===== config.mk =====
export PLATFORM = sky130hd
export DESIGN_NAME = freq_meter
export DESIGN_NICKNAME = d
export VERILOG_FILES = /design/src/rtl/freq_meter.sv
export SDC_FILE = /design/constraint.sdc
export NUM_CORES = 1
export LEC_CHECK = 0
export CAP_MARGIN = 20
export CORE_ASPECT_RATIO = 0.5
export CORE_MARGIN = 5
export CORE_UTILIZATION = 45
export DETAILED_ROUTE_END_ITERATION = 16
export SLEW_MARGIN = 20
export SYNTH_ARGS = -nofsm -noshare
export SYNTH_HDL_FRONTEND = slang
export SYNTH_SLANG_ARGS = --single-unit

===== constraint.sdc =====
create_clock -name clk_In -period 13.9 [get_ports clk_In]
set_input_delay 2.78 -clock clk_In [delete_from_list [all_inputs] [get_ports clk_In]]
set_output_delay 2.78 -clock clk_In [all_outputs]
set_load 0.01 [all_outputs]

===== src/rtl/freq_meter.sv =====
// freq_meter: gated edge count scaled to Hz, rise-to-rise period in clk_In cycles, and signal-loss detection.
module freq_meter #(
  parameter int CLK_FREQ = 12090000,
  parameter int GATE_HZ  = 10,
  parameter int CNT_W    = 24
) (
  input  logic             clk_In,
  input  logic             rst_n,
  input  logic             sig_In,
  output logic [CNT_W-1:0] freq_Hz,
  output logic             meas_valid,
  output logic [CNT_W-1:0] period_cyc,
  output logic             period_valid,
  output logic             sig_lost,
  output logic             overflow
);
  localparam int WIN = CLK_FREQ / GATE_HZ;
  localparam int TW  = $clog2(WIN + 1);
  localparam int PW  = CNT_W + $clog2(GATE_HZ + 1) + 1;
  localparam int XW  = TW > CNT_W ? TW : CNT_W;
  localparam logic [CNT_W-1:0] MAX = '1;

  typedef enum logic {IDLE, ARMED} state_t;

  state_t           state_q, state_d;
  logic             s1_q, s2_q, s3_q, rise, win_end, clamp;
  logic [TW-1:0]    win_cnt_q, win_cnt_d, per_cnt_q, per_cnt_d, idle_cnt_q, idle_cnt_d;
  logic [CNT_W-1:0] edge_cnt_q, edge_cnt_d, freq_q, freq_d, period_q, period_d;
  logic             mv_q, mv_d, pv_q, pv_d, lost_q, lost_d, ovf_q, ovf_d;
  logic [PW-1:0]    prod;

  assign rise    = s2_q & ~s3_q;
  assign win_end = win_cnt_q == TW'(WIN - 1);
  // an edge registered on the closing cycle still belongs to the closing window
  assign prod    = (PW'(edge_cnt_q) + PW'(rise)) * PW'(GATE_HZ);
  assign clamp   = (&edge_cnt_q) | (|prod[PW-1:CNT_W]);

  always_comb begin
    win_cnt_d  = win_end ? '0 : win_cnt_q + 1'b1;
    edge_cnt_d = win_end ? '0 : edge_cnt_q + CNT_W'(rise & ~&edge_cnt_q);
    mv_d       = win_end;
    freq_d     = win_end ? (clamp ? MAX : prod[CNT_W-1:0]) : freq_q;
    ovf_d      = ovf_q | (win_end & clamp);
    state_d    = state_q;
    per_cnt_d  = per_cnt_q;
    idle_cnt_d = idle_cnt_q;
    period_d   = period_q;
    pv_d       = 1'b0;
    lost_d     = lost_q;
    if (state_q == IDLE) begin
      if (rise) begin
        state_d   = ARMED;
        per_cnt_d = TW'(1);
        lost_d    = 1'b0;
      end else if (idle_cnt_q == TW'(WIN - 1)) lost_d = 1'b1;
      else idle_cnt_d = idle_cnt_q + 1'b1;
    end else if (rise) begin
      per_cnt_d = TW'(1);
      pv_d      = 1'b1;
      period_d  = XW'(per_cnt_q) > XW'(MAX) ? MAX : CNT_W'(per_cnt_q);
    end else if (per_cnt_q == TW'(WIN)) begin
      state_d = IDLE;
      lost_d  = 1'b1;
    end else per_cnt_d = per_cnt_q + 1'b1;
  end

  always_ff @(posedge clk_In or negedge rst_n) begin
    if (!rst_n) begin
      s1_q       <= 1'b0;
      s2_q       <= 1'b0;
      s3_q       <= 1'b0;
      state_q    <= IDLE;
      win_cnt_q  <= '0;
      per_cnt_q  <= '0;
      idle_cnt_q <= '0;
      edge_cnt_q <= '0;
      freq_q     <= '0;
      period_q   <= '0;
      mv_q       <= 1'b0;
      pv_q       <= 1'b0;
      lost_q     <= 1'b0;
      ovf_q      <= 1'b0;
    end else begin
      s1_q       <= sig_In;
      s2_q       <= s1_q;
      s3_q       <= s2_q;
      state_q    <= state_d;
      win_cnt_q  <= win_cnt_d;
      per_cnt_q  <= per_cnt_d;
      idle_cnt_q <= idle_cnt_d;
      edge_cnt_q <= edge_cnt_d;
      freq_q     <= freq_d;
      period_q   <= period_d;
      mv_q       <= mv_d;
      pv_q       <= pv_d;
      lost_q     <= lost_d;
      ovf_q      <= ovf_d;
    end
  end

  assign freq_Hz      = freq_q;
  assign meas_valid   = mv_q;
  assign period_cyc   = period_q;
  assign period_valid = pv_q;
  assign sig_lost     = lost_q;
  assign overflow     = ovf_q;
endmodule


# Word-level counts from Yosys, hierarchy flattened

Cells that the tools add are included.

Register bits after elaboration: 140
Bits of input ports: 3
Output and inout bits: 52
Logic and storage cells: 61

Add/sub/neg operators: 5
$mul: 1
Eq/ne operators: 6
Mux-type cells: 17
Bitwise gates (word level): 9
Reductions and logical operators: 9

Operators with widths:

| kind                  | number |
|---|---|
| $mux 21               | 5 |
| $add 21x1->21 const B | 3 |
| $eq 21x21->1 const B  | 3 |
| $mux 24               | 2 |
| $mul 25x3->28 const B | 1 |
| $add 24x1->25         | 1 |
| $add 24x1->24         | 1 |
| $reduce_and 24->1     | 1 |
| $mux 1                | 10 |
| $reduce_and 3->1      | 2 |
| $reduce_or 5->1       | 1 |
| $ne 2x2->1 const B    | 2 |
| $not 1->1             | 4 |
| $reduce_and 2->1      | 2 |
| $and 1x1->1           | 3 |
| $reduce_bool 3->1     | 1 |
| $ne 2x1->1 const B    | 1 |
| $or 1x1->1            | 2 |
| $reduce_bool 2->1     | 1 |
| $logic_not 1->1       | 1 |

# Depth between registers and ports, before layout

Depth after elaboration: 8
Gate-level depth with buffers: 23
Mapped depth without buffers: 19

# Worst setup path before layout

OpenSTA, ideal clock, no wires.

Path type: register to register
Start: register s3_q
End: register freq_q[22] (netlist: freq_Hz[22])
Setup time: 0.124 ns
Arrival: 4.520 ns
Data required time: 13.776 ns
Path slack: 9.256 ns
Cell stages (with the launch flop): 23
Buffers on the path: 4
Period minus slack after synthesis: 4.644 ns
Cells stage by stage: dfrtp_1 -> nand2b_1 -> inv_1 -> clkbuf_1 -> ha_1 -> nand3_1 -> nor2_1 -> and3_1 -> and2_1 -> clkbuf_1 -> nand4_1 -> xnor2_1 -> ha_1 -> ha_1 -> clkbuf_1 -> nand3_1 -> nor2_1 -> o2111ai_1 -> a21oi_1 -> o211ai_2 -> nor4_4 -> buf_6 -> a21oi_2

Cells in the longest elaborated chain, start to end: 7

Ends and longest elaborated chain:

| element                | line | RTL |
|---|---|---|
| from (decl)            | 26   | `logic s1_q, s2_q, s3_q, rise, win_end, clamp;` |
| from (signal assigned) | 86   | `s3_q <= s2_q;` |
| $not 1->1 *            | 32   | `assign rise = s2_q & ~s3_q;` |
| $and 1x1->1 *          | 32   |  |
| $add 24x1->25 *        | 35   | `assign prod = (PW'(edge_cnt_q) + PW'(rise)) * PW'(GATE_HZ);` |
| $mul 25x3->28 *        | 35   |  |
| $reduce_or 5->1        | 36   | `assign clamp = (&edge_cnt_q) \| (\|prod[PW-1:CNT_W]);` |
| $or 1x1->1             | 36   |  |
| $mux 24 *              | 42   | `freq_d = win_end ? (clamp ? MAX : prod[CNT_W-1:0]) : freq_q;` |
| to (signal assigned)   | 92   | `freq_q <= freq_d;` |
| to (decl)              | 28   | `logic [CNT_W-1:0] edge_cnt_q, edge_cnt_d, freq_q, freq_d, period_q, period_d;` |

Mark *: on every way between the ends. The rest lies on a longest branch, timed or not.
A chain may end at the register's enable or synchronous reset.

# Final worst setup path

Start: register s3_q
End: register freq_q[2] (netlist: freq_Hz[2])

Same word-level chain as after synthesis.

==> out/metrics.csv <==
metric;value;unit
status;finished clean;
place_inst;1109;
final_area;9400;um2
gr-usage-all-layers;0.165;
maxSlewViolCount;0;
syn-instance-count;851;
via_per_inst;5.29;
worstSetupPathType;reg -> reg;
placed_cell_area;8780;um2
clock_tree.root_cell;clkbuf_16;
whs_endpoint;s3_q;
path_cells;nand2b_1 -> inv_1 -> ha_1 -> ha_1 -> nand3_1 -> nor4_2 -> nor2b_1 -> nand2_1 -> xnor2_1 -> ha_1 -> ha_1 -> a21oi_1 -> nand2_1 -> a221oi_1 -> and3_1 -> o211ai_2 -> nor4_4 -> buf_4 -> a21oi_1;
reg2reg_to;freq_Hz[2];
pwr-share-clk;0.434;
setup_ws;8460;ps
rsz0062_at_grt;false;
wire_per_inst;14.6;um
rows;34;
setup_viol;0;
fin_crit;5440;ps
swShare;0.268;
port_buffers;51;
hold_start;s2_q;
hold_class;reg -> reg;
crit_required;14200;ps
ys.flop_type;dfrtp_1;
yosysSeqAreaShare;0.433;
synth_xor_xnor_area_share;0.133;
min_path_cells;0;
setup_tns;0;ps
p_sw;0.299;mW
rr_startpoint;s3_q;
ys_warn_count;0;
arrival;5740;ps
clock.fmax;184;MHz
synth.area.mux_share;0.0249;
power_density;118;nW/um2
final_nets;947;
yosysUniqueCellTypes;62;
cpPeakStageDelay;620;ps
synth_top_family_by_area;simple AND/OR/NAND/NOR gates;
vias;6022;
ff2ff_setup_slack;8460;ps
worstSkewPairLatency;420;ps
chipWidth;200;um
grt_max_degree;93;
first_global_vias;5900;
gp_congestion;0.847;
cp-end-kind;flop;
ctsLongestPathBuffers;2;
final_min_period_over_clock_period;0.392;
grt_pass1_wl;28400;um
syn_area_per_cell;9.50;um2
synth-compound-area-share;0.0990;
grt_overflow;0;
grtUsageMet1;0.222;
diodes;0;
cts_resized;0;
clock_skew;8.14;ps
cts_inserted_buffers;17;
ys_seq_elements;140;
p_leak;4.27;nW
core;17500;um2
cp_slowest_cell;inv_1;
ant_nets;0;
worstRegToRegCells;19;
drc;0;
synthSimpleGateAreaFrac;0.200;
grtUsageMet3;0.0418;
start_kind;flop;
syn_area;8090;um2
antenna_found_initial;0;
p_seq_frac;0.416;
die_y;105;um
grt-busiest-layer;met2;
cts.sinks;140;
async_flop_share;1.00;
slew_headroom;0.330;
drt-initial-drc-count;257;
p_int;0.815;mW
vdd_drop_max;0.0000795;V
final_cells;1139;
synth-adder-area-share;0.0783;
cts-htree-levels;4;
path_clk_slew;60;ps
synth_edf_count;0;
dp_slack;8480;ps
dp_hpwl;12200;um
grt_use_met2;0.270;
cpMostUsedCell;ha_1;
first_pass_iters;4;
final_cell_mix;dfrtp_1 (140), nor2_1 (110), nand2_1 (79);
tritoncts;yes;
area_growth;16.3;%
ios;55;
final_common_cell;dfrtp_1;
worstPathMaxFanout;24;
finish.utilization;0.536;
drive_above_1_share;0.0862;
hold_viol;0;
start_util;0.461;
post-cts-setup-buffers;0;
power_frac_comb;0.150;
max-cap-violations;0;
routed_wl;16700;um
tightest_slew;1000;ps
die_area;20900;um2
cts_hold_buf;0;
## worst max-delay path by stage
| stage | startpoint | endpoint | slack, ps |
|---|---|---|---|
| after floorplan | s3_q | freq_Hz[22] | 9260 |
| after detailed placement | s3_q | freq_Hz[3] | 8480 |
| after CTS | s3_q | freq_Hz[2] | 8440 |
| final | s3_q | freq_Hz[2] | 8460 |
| after global placement | s3_q | freq_Hz[1] | 8610 |
| after global routing | s3_q | freq_Hz[15] | 7970 |
## power groups by stage
stage | clock [mW] | sequential (mW) | combinational, mW
2_1_floorplan | 0 | 0.457 | 0.127
3_3_place_gp | 0 | 0.470 | 0.170
3_5_place_dp | 0 | 0.471 | 0.168
4_1_cts | 0.495 | 0.464 | 0.171
5_1_grt | 0.511 | 0.467 | 0.194
6_report | 0.484 | 0.464 | 0.167
## metal layers
| metal | wire, um | vias to the layer above |
|---|---|---|
| met1 | 8190 | 2920 |
| met5 | 0 | - |
| li1 | - | 3012 |
| met2 | 7750 | 77 |
| met4 | 131 | 0 |
| met3 | 598 | 13 |
## cell type report
class                   instances  area (um2)
fillers                      1587        8130
multi-input cells             653        4340
clock inverters                 9         163
repair buffers                 54         534
flip-flops and latches        140        3500
well taps                     234         293
inverters                      28         105
clock buffers                  21         460
## stage by stage
step / power (mW) / hold WS [ps]
after floorplan: 0.584 / 331
after global placement: 0.640 / 367
after detailed placement: 0.639 / 371
after CTS: 1.13 / 384
after global routing: 1.17 / 396
final: 1.11 / 380
## Yosys cell counts (2+ instances only)
library cell,n,area share
dfrtp_1,140,0.43
nor2_1,110,0.051
nand2_1,79,0.037
xnor2_1,66,0.071
xor2_1,57,0.062
ha_1,49,0.076
a21oi_1,40,0.025
nand3_1,37,0.023
o21ai_0,34,0.021
inv_1,28,0.013
clkbuf_1,26,0.012
nand4_1,22,0.017
and3_1,19,0.015
mux2_2,17,0.024
nor3_1,17,0.011
a21oi_2,10,0.011
or3_1,10,0.0077
a21o_1,7,0.0065
and2_1,7,0.0054
nor2b_1,7,0.0054
a211oi_1,4,0.0037
a31oi_1,4,0.0031
o21bai_1,4,0.0037
a21boi_0,3,0.0028
buf_4,3,0.0028
nor4_1,3,0.0023
nor4b_1,3,0.0032
a211oi_2,2,0.0031
a221oi_1,2,0.0022
a32o_1,2,0.0025
and3_2,2,0.0019
and4_1,2,0.0022
buf_6,2,0.0028
nand2b_1,2,0.0015
nand3b_1,2,0.0019
o211ai_1,2,0.0019
or2_2,2,0.0015
## kinds of logic after synthesis
kind of cell	after synthesis
flip-flops	140
XOR/XNOR	123
other	1
multiplexers	18
AND/OR/NAND/NOR	334
adder cells (fa/ha/maj)	50
buffers and inverters	60
AO/OA/AOI/OAI	125
## worst max-delay path, delay by kind of cell (launching register included)
family / cells / cell delay [ps]
simple gates: 8 / 1630
fa+ha+maj: 4 / 1200
buf+inv: 2 / 960
compound gates: 4 / 930
flops: 1 / 350
xor+xnor: 1 / 220
## state kept, by name, summed over array words and instances (netlist names)
register      flops
edge_cnt_q       24
freq_Hz          24
idle_cnt_q       21
per_cnt_q        21
period_cyc       21
win_cnt_q        21
meas_valid        1
overflow          1
period_valid      1
s1_q              1
s2_q              1
s3_q              1
sig_lost          1
state_q           1
No activity file was read; power rests on OpenSTA's default activity.
